===== src/rtl/regfile_sb_if.sv =====
// Register-file port bundle: writeback, issue tracking, two operand reads and one debug read.
// The bench or pipeline drives the master side; the register file implements the slave side.
interface regfile_sb_if #(
   parameter int DW = 32,
   parameter int AW = 5
);
   logic          we;
   logic [AW-1:0] wa;
   logic [DW-1:0] wd;
   logic [AW-1:0] ra0;
   logic [AW-1:0] ra1;
   logic [AW-1:0] ra_dbg;
   logic [DW-1:0] rd0;
   logic [DW-1:0] rd1;
   logic [DW-1:0] rd_dbg;
   logic          issue_valid;
   logic [AW-1:0] issue_rd;
   logic          busy0;
   logic          busy1;
   logic          init_done;

   modport master (
      output we, wa, wd, ra0, ra1, ra_dbg, issue_valid, issue_rd,
      input  rd0, rd1, rd_dbg, busy0, busy1, init_done
   );

   modport slave (
      input  we, wa, wd, ra0, ra1, ra_dbg, issue_valid, issue_rd,
      output rd0, rd1, rd_dbg, busy0, busy1, init_done
   );
endinterface


===== src/rtl/regfile_sb.sv =====
// Register file with pending-writer scoreboard; reads are combinational with write-through bypass.
// No backpressure: after the NREG-cycle zeroing sweep (init_done=0) every cycle accepts traffic.
module regfile_sb #(
   parameter int DW       = 32,
   parameter int AW       = 5,
   parameter int ZERO_REG = 1
) (
   input  logic         clk,
   input  logic         rst,
   regfile_sb_if.slave  bus
);
   localparam int NREG = 1 << AW;

   typedef enum logic {INIT, RUN} state_t;

   state_t          state_q, state_d;
   logic [AW-1:0]   ptr_q, ptr_d;
   logic [NREG-1:0] pend_q, pend_d;
   logic [DW-1:0]   mem [NREG];
   logic            run;
   logic            wr_ok;
   logic            iss_ok;
   logic [AW-1:0]   ra  [3];
   logic [DW-1:0]   rdv [3];

   assign run    = (state_q == RUN);
   assign wr_ok  = run && bus.we && ((ZERO_REG == 0) || (bus.wa != '0));
   assign iss_ok = run && bus.issue_valid && ((ZERO_REG == 0) || (bus.issue_rd != '0));

   always_ff @(posedge clk or posedge rst) begin
      if (rst) begin
         state_q <= INIT;
         ptr_q   <= '0;
         pend_q  <= '0;
      end else begin
         state_q <= state_d;
         ptr_q   <= ptr_d;
         pend_q  <= pend_d;
      end
   end

   always_comb begin
      state_d = state_q;
      ptr_d   = ptr_q;
      case (state_q)
         INIT: begin
            ptr_d = ptr_q + AW'(1);
            if (&ptr_q) state_d = RUN;
         end
         RUN:     ptr_d = ptr_q;
         default: state_d = INIT;
      endcase
   end

   // Set is applied after clear so a new producer issued in the same cycle stays outstanding.
   always_comb begin
      pend_d = pend_q;
      if (wr_ok)  pend_d[bus.wa]       = 1'b0;
      if (iss_ok) pend_d[bus.issue_rd] = 1'b1;
   end

   // No reset on the array: contents are only zeroed by the INIT sweep.
   always_ff @(posedge clk) begin
      if (!run)
         mem[ptr_q] <= '0;
      else if (wr_ok)
         mem[bus.wa] <= bus.wd;
   end

   assign ra[0] = bus.ra0;
   assign ra[1] = bus.ra1;
   assign ra[2] = bus.ra_dbg;

   always_comb begin
      for (int i = 0; i < 3; i++) begin
         rdv[i] = '0;
         if (run && !((ZERO_REG != 0) && (ra[i] == '0)))
            rdv[i] = (wr_ok && (bus.wa == ra[i])) ? bus.wd : mem[ra[i]];
      end
   end

   assign bus.rd0    = rdv[0];
   assign bus.rd1    = rdv[1];
   assign bus.rd_dbg = rdv[2];

   assign bus.busy0     = run && pend_q[bus.ra0] && !(wr_ok && (bus.wa == bus.ra0));
   assign bus.busy1     = run && pend_q[bus.ra1] && !(wr_ok && (bus.wa == bus.ra1));
   assign bus.init_done = run;
endmodule


===== src/flat_wrapper.sv =====
// flat-port wrapper written by rule: the top's interface ports become plain ports
module regfile_sb_flat 
#(
   parameter int DW       = 32,
   parameter int AW       = 5,
   parameter int ZERO_REG = 1
)
  (clk, rst, bus_we, bus_wa, bus_wd, bus_ra0, bus_ra1, bus_ra_dbg, bus_issue_valid, bus_issue_rd, bus_rd0, bus_rd1, bus_rd_dbg, bus_busy0, bus_busy1, bus_init_done);
  regfile_sb_if #(.DW(DW), .AW(AW)) bus_i ();
  input  logic clk;
  input  logic rst;
  input wire logic [$bits(bus_i.we)-1:0] bus_we;
  input wire logic [$bits(bus_i.wa)-1:0] bus_wa;
  input wire logic [$bits(bus_i.wd)-1:0] bus_wd;
  input wire logic [$bits(bus_i.ra0)-1:0] bus_ra0;
  input wire logic [$bits(bus_i.ra1)-1:0] bus_ra1;
  input wire logic [$bits(bus_i.ra_dbg)-1:0] bus_ra_dbg;
  input wire logic [$bits(bus_i.issue_valid)-1:0] bus_issue_valid;
  input wire logic [$bits(bus_i.issue_rd)-1:0] bus_issue_rd;
  output wire logic [$bits(bus_i.rd0)-1:0] bus_rd0;
  output wire logic [$bits(bus_i.rd1)-1:0] bus_rd1;
  output wire logic [$bits(bus_i.rd_dbg)-1:0] bus_rd_dbg;
  output wire logic [$bits(bus_i.busy0)-1:0] bus_busy0;
  output wire logic [$bits(bus_i.busy1)-1:0] bus_busy1;
  output wire logic [$bits(bus_i.init_done)-1:0] bus_init_done;
  assign bus_i.we = bus_we;
  assign bus_i.wa = bus_wa;
  assign bus_i.wd = bus_wd;
  assign bus_i.ra0 = bus_ra0;
  assign bus_i.ra1 = bus_ra1;
  assign bus_i.ra_dbg = bus_ra_dbg;
  assign bus_i.issue_valid = bus_issue_valid;
  assign bus_i.issue_rd = bus_issue_rd;
  assign bus_rd0 = bus_i.rd0;
  assign bus_rd1 = bus_i.rd1;
  assign bus_rd_dbg = bus_i.rd_dbg;
  assign bus_busy0 = bus_i.busy0;
  assign bus_busy1 = bus_i.busy1;
  assign bus_init_done = bus_i.init_done;
  regfile_sb #(.DW(DW), .AW(AW), .ZERO_REG(ZERO_REG)) u_core (.clk(clk), .rst(rst), .bus(bus_i));
endmodule

===== config.mk =====
export PLATFORM = sky130hd
export DESIGN_NAME = regfile_sb_flat
export DESIGN_NICKNAME = d
export VERILOG_FILES = /design/src/rtl/regfile_sb_if.sv /design/src/rtl/regfile_sb.sv /design/src/flat_wrapper.sv
export SDC_FILE = /design/constraint.sdc
export NUM_CORES = 2
export LEC_CHECK = 0
export CAP_MARGIN = 20
export CORE_ASPECT_RATIO = 0.9
export CORE_UTILIZATION = 42
export DETAILED_ROUTE_END_ITERATION = 12
export PLACE_DENSITY_LB_ADDON = 0.25
export RECOVER_POWER = 50
export SLEW_MARGIN = 30
export SYNTH_ARGS = -nofsm -noshare
export SYNTH_HDL_FRONTEND = slang
export SYNTH_SLANG_ARGS = --single-unit
export TNS_END_PERCENT = 20

===== constraint.sdc =====
create_clock -name clk -period 3 [get_ports clk]
set_clock_uncertainty 0.05 [all_clocks]
set_input_delay 0.45 -clock clk [delete_from_list [all_inputs] [get_ports clk]]
set_output_delay 0.45 -clock clk [all_outputs]
set_load 0.02 [all_outputs]

After elaboration in Yosys (flattened, before gate mapping)
Memory sizes are Yosys's and may differ from the RTL's.
Cells that the tools add are included.
Widths: inputs -> output; s select.

storage, ports and cells
  bits in registers = 38
  bits in writable memories = 1,024
  output and inout bits = 99
  memories kept = 1

operators by class
  add/subtract/negate cells = 1
  magnitude comparators = 6
  equal/unequal tests = 3
  multiplexer cells = 26
  bitwise operators = 3
  reduce and logical (&&, ||, !) cells = 28

memory list
  name        words  bits a word  rd ports  clocked after memory_dff  write ports  line              source
  u_core.mem  32     32           3         0                         1            regfile_sb.sv:19  logic [DW-1:0] mem [NREG];

operators by type and width
  kind                 number
  $mux 32              9
  $and 32x32->32       1
  $not 32->32          1
  $or 32x32->32        1
  $reduce_or 32->1     1
  $lt 5x6->1 const B   4
  $logic_and 1x1->1    16
  $eq 5x5->1           3
  $logic_not 5->1      3
  $mux 1               11
  $bmux 1 s5           2
  $demux 1 s5          2
  $ge 5x1->1 const B   2
  $mux 5               2
  $reduce_bool 5->1    2
  $add 5x1->5 const B  1
  $logic_not 1->1      5
  $reduce_and 5->1     1

Longest topological paths before layout
  depth after elaboration = 9
  gate-level depth with buffers = 9
  depth with buffers taken out = 5

Worst setup path before layout
Ideal clock, no wire load.

  path kind = input-to-reg
  start = input bus_wa[4]
  end = memory u_core.mem[17][0] (enable)
  setup time = 0.421 ns
  arrival = 3.098 ns
  slack = -0.569 ns
  stages on the path = 7
  buffers on the path = 3
  cell sequence = or3_1 -> buf_2 -> o31ai_4 -> buf_4 -> buf_2 -> a31oi_1 -> nor2_1

on the way
  word-level cells in the longest chain between the ends = 7

RTL lines
  what                                               line                source
  start, declared                                    flat_wrapper.sv:13  input wire logic [$bits(bus_i.wa)-1:0] bus_wa;
  $reduce_bool 5->1                                  regfile_sb.sv:27    assign wr_ok = run && bus.we && ((ZERO_REG == 0) || (bus.wa != '0));
  $logic_and 1x1->1                                  regfile_sb.sv:27
  $mux 1                                             regfile_sb.sv:66    else if (wr_ok)
  $mux 1                                             regfile_sb.sv:64    if (!run)
  $mux 1 (not written as such)                       regfile_sb.sv:67    mem[bus.wa] <= bus.wd;
  $reduce_or 32->1 (no source line)                  n/a
  $mux 5 (no source line) or $mux 1 (tied branches)  n/a
  end, declared                                      regfile_sb.sv:19

Several ways; a longest one is shown, not always the timed one.

Worst setup path in the final report
  start = register u_core.state_q, in the netlist u_core.bus.init_done
  end = output bus_rd1[23]

on the way
  word-level cells in the longest chain between the ends = 5

RTL lines
  what                            line                source
  start, declared                 regfile_sb.sv:16    state_t state_q, state_d;
  start signal, assigned          regfile_sb.sv:36    state_q <= state_d;
  $logic_and 1x1->1 (2 in a row)  regfile_sb.sv:27
  $logic_and 1x1->1               regfile_sb.sv:78    rdv[i] = (wr_ok && (bus.wa == ra[i])) ? bus.wd : mem[ra[i]];
  $mux 32                         regfile_sb.sv:78
  $mux 32 (*)                     regfile_sb.sv:77    if (run && !((ZERO_REG != 0) && (ra[i] == '0)))
  end, declared                   flat_wrapper.sv:21  output wire logic [$bits(bus_i.rd1)-1:0] bus_rd1;

Mark *: on every way between the ends. The rest lies on a longest branch, timed or not.

==> results.cfg <==
[run_status]
outcome = complete, but fails checks
violations = max-capacitance violations, max-slew violations, negative setup slack

[global_routing]
antenna_found_initial = 10
grt_use_total_pct = 32.9
grt-ovfl-total = 0
grt_pass1_vias = 44300
grt_max_degree = 39
grt_pass1_wl_um = 333000

[pwr]
fin_total_pwr_w = 0.0374
power_frac_comb_pct = 15.7
irDropWorstVdd_mv = 0.529
netSwitchingPower_w = 0.00961
p_int_w = 0.0278
pwr-share-seq_pct = 43.9
pwr-share-clk_pct = 40.4
swShare_pct = 25.7
p_leak_nw = 27.8
powerDensity_nw_per_um2 = 489

[cells_and_area]
n_fill_cell = 10900
final_nets = 4464
area_delta_synth_final_pct = 29.2
drive_above_1_share_pct = 45.4
post-route-util_pct = 54.7
final_cell_area_sq_um = 76400

[yosys]
synth_area_sq_um = 59200
synth_cell_types = 56
synthCells = 3663
synth-edff-count = 1024
ys_async_sr_fraction_pct = 3.58
synth_seq_cells = 1062
syn-num-nets = 3726
synth_ff_type = edfxtp_1
seq_area_frac_synth_pct = 53.6
avgSynthCellArea_sq_um = 16.2
ys_warn_count = 0

[setup_path]
cp_slowest_cell = dfrtp_1
crit_chain = and2_4, o31ai_4, buf_4, nor3_4, buf_12, buf_12, buf_16, a221o_2, buf_6
crit_type = reg -> out
critPathArrivalTime_ps = 2810
max_stage_delay_ps = 400
worst_setup_path_start_kind = flip-flop
crit_top_cell = buf_12
cp-end-kind = output pin
cp_data_required_time_ps = 2500
critPathMaxFanout = 7

[routing]
drc_errors = 0
wl_met3_um = 29600
vias = 45100
dr_wl_met2_um = 105000
drt_iter0_drc = 6680
drt_wl_total_um = 238000
drt-met1-wl_um = 88000
routed.top_layer = met5
viasPerCell = 7.09
wl_per_cell_um = 37.5
dr.pass1.iters = 5
drtAntennaViolNets = 0

[timing]
holdWs_ps = 323
hold_violations = 0
relSlewSlack_pct = -49.1
fin_crit_ps = 3310
slew_viol_final = 39
fin_ws_ps = -309
worstMarginPinSlew_ps = 2240
setup_viol = 98
finalCritPeriodShare_pct = 110
rsz0062_at_grt = true
clock.fmax_mhz = 302

[clocking]
cts.hold.buffers_added = 0
clk_transition_reported_paths_ps = 60
clockRootBuffer = clkbuf_16
clock-sinks = 1062
htree_levels = 3
clk_latency_ps = 750
numCtsBuffers = 115
cts_tree = yes
clk_path_buf_depth = 3

[die]
die_w_um = 398
initial_core_util_pct = 42.3
die_area_sq_um = 142000
core_area_sq_um = 140000
ioPinCount = 160
fp-row-count = 130
die_h_um = 358

[flow_run]
maxCapViolations = 1

[place]
port-buffer-count = 159
gp_congestion = 0.913
dpl_cell_area_sq_um = 70100
post-dp-hpwl_um = 161000

[worst_hold_path]
hold_path_class = in -> reg
==> area by class of cell <==
class	instances	area, sq um	share of cell area [%]
flip-flops and latches	1062	31700	41.5
clock inverters	84	957	1.25
well taps	1848	2310	3.03
diodes	3	7.51	0.00982
repair buffers	977	11200	14.7
clock buffers	132	3010	3.93
inverters	9	37.5	0.0491
multi-input cells	2236	27200	35.6
==> per-layer routing <==
| layer | up-vias | track usage, % |
|---|---|---|
| li1 | 17400 | - |
| met1 | 23400 | 44.4 |
| met2 | 3537 | 48.8 |
| met3 | 742 | 8.43 |
| met4 | 8 | 17.8 |
| met5 | - | 0 |
==> cell usage after synthesis (18+ instances only) <==
library cell | number | area (sq um)
edfxtp_1 | 1024 | 30700
mux4_2 | 565 | 12700
mux2i_1 | 416 | 4160
o221ai_1 | 190 | 1660
clkbuf_1 | 161 | 604
o21ai_0 | 133 | 666
a21oi_1 | 128 | 641
buf_2 | 122 | 611
mux2_2 | 100 | 1130
nor2_1 | 79 | 297
nor3_1 | 66 | 330
and2_1 | 65 | 407
a221o_1 | 64 | 641
o22ai_1 | 62 | 388
nand2_1 | 52 | 195
nor2b_1 | 42 | 263
buf_4 | 39 | 293
dfrtp_1 | 38 | 951
a211oi_1 | 34 | 255
a221oi_1 | 32 | 280
a22oi_1 | 32 | 240
a32o_1 | 32 | 320
o2111ai_1 | 27 | 236
buf_1 | 21 | 78.8
o21ai_1 | 19 | 95.1
xnor2_1 | 18 | 158
==> kinds of logic (layout without fill, tap and decap cells) <==
group | after synthesis | count (layout) | synth area share, %
multiplexers | 1081 | 1081 | 30.4
adder cells (fa/ha/maj) | 2 | 2 | 0.0423
other | 0 | 3 | 0
XOR/XNOR | 18 | 18 | 0.266
flip-flops | 1062 | 1062 | 53.6
buffers and inverters | 365 | 1202 | 2.96
AND/OR/NAND/NOR | 353 | 353 | 3.09
AO/OA/AOI/OAI | 782 | 782 | 9.61
==> power groups by stage <==
stage	Combinational [W]	Clock, W	Sequential, W
floorplan	0.00272	0	0.0167
global placement	0.00540	0	0.0167
detailed placement	0.00541	0	0.0167
CTS	0.00562	0.0152	0.0164
global route	0.00605	0.0157	0.0164
finish	0.00588	0.0151	0.0164
==> registers in the layout, indices dropped and copies added, names as in the netlist <==
signal / flops
u_core.mem: 1024
u_core.pend_q: 32
u_core.ptr_q: 5
u_core.bus.init_done: 1
==> final timing paths <==
check / endpoint / depth (start not counted) / slack [ps] / startpoint
min in group asynchronous: u_core.ptr_q[2] / 3 / 910 / rst
max in group asynchronous: u_core.pend_q[21] / 3 / 700 / rst
worst max-delay path: bus_rd1[23] / 9 / -310 / u_core.bus.init_done
worst min-delay path: u_core.pend_q[3] / 6 / 320 / bus_wa[2]
worst min register to register: u_core.pend_q[0] / 0 / 370 / u_core.pend_q[0]
worst max register to register: u_core.mem[14][5] / 8 / 410 / u_core.bus.init_done
==> cells in the final DEF (no fill, tap or decap), types with 42 or more instances in the layout <==
cell	Yosys	routed
and2_1	65	55
edfxtp_1	1024	1024
mux2_2	100	98
buf_4	39	557
nand2_1	52	47
buf_6	11	80
o22ai_1	62	59
o21ai_0	133	90
buf_12	0	246
a21oi_1	128	105
a221o_1	64	63
mux4_2	565	565
mux2i_1	416	405
nor2_1	79	42
clkbuf_16	0	122
o221ai_1	190	180
==> worst max-delay path, delay by kind of cell (launching register included) <==
kind / cells / cell delay, ps
buf+inv: 5 / 800
simple gates: 2 / 460
flops: 1 / 400
compound gates: 2 / 370
==> through the flow <==
stage / setup TNS, ps / cells / setup WS, ps
floorplan: -159280 / 3663 / -420
global placement: -363570 / 6041 / -1300
detailed placement: -342030 / 6042 / -1080
CTS: -16070 / 6319 / -252
global route: -21880 / 6351 / -321
finish: -16680 / 6351 / -309
==> timing repair <==
item                                    CTS  global route
pin swaps                                67            77
endpoints found under the setup margin   98            98
resized for setup                       634           169
buffers inserted                         60            29
cloned                                    5             4
Power figures use the tool's default switching activity.
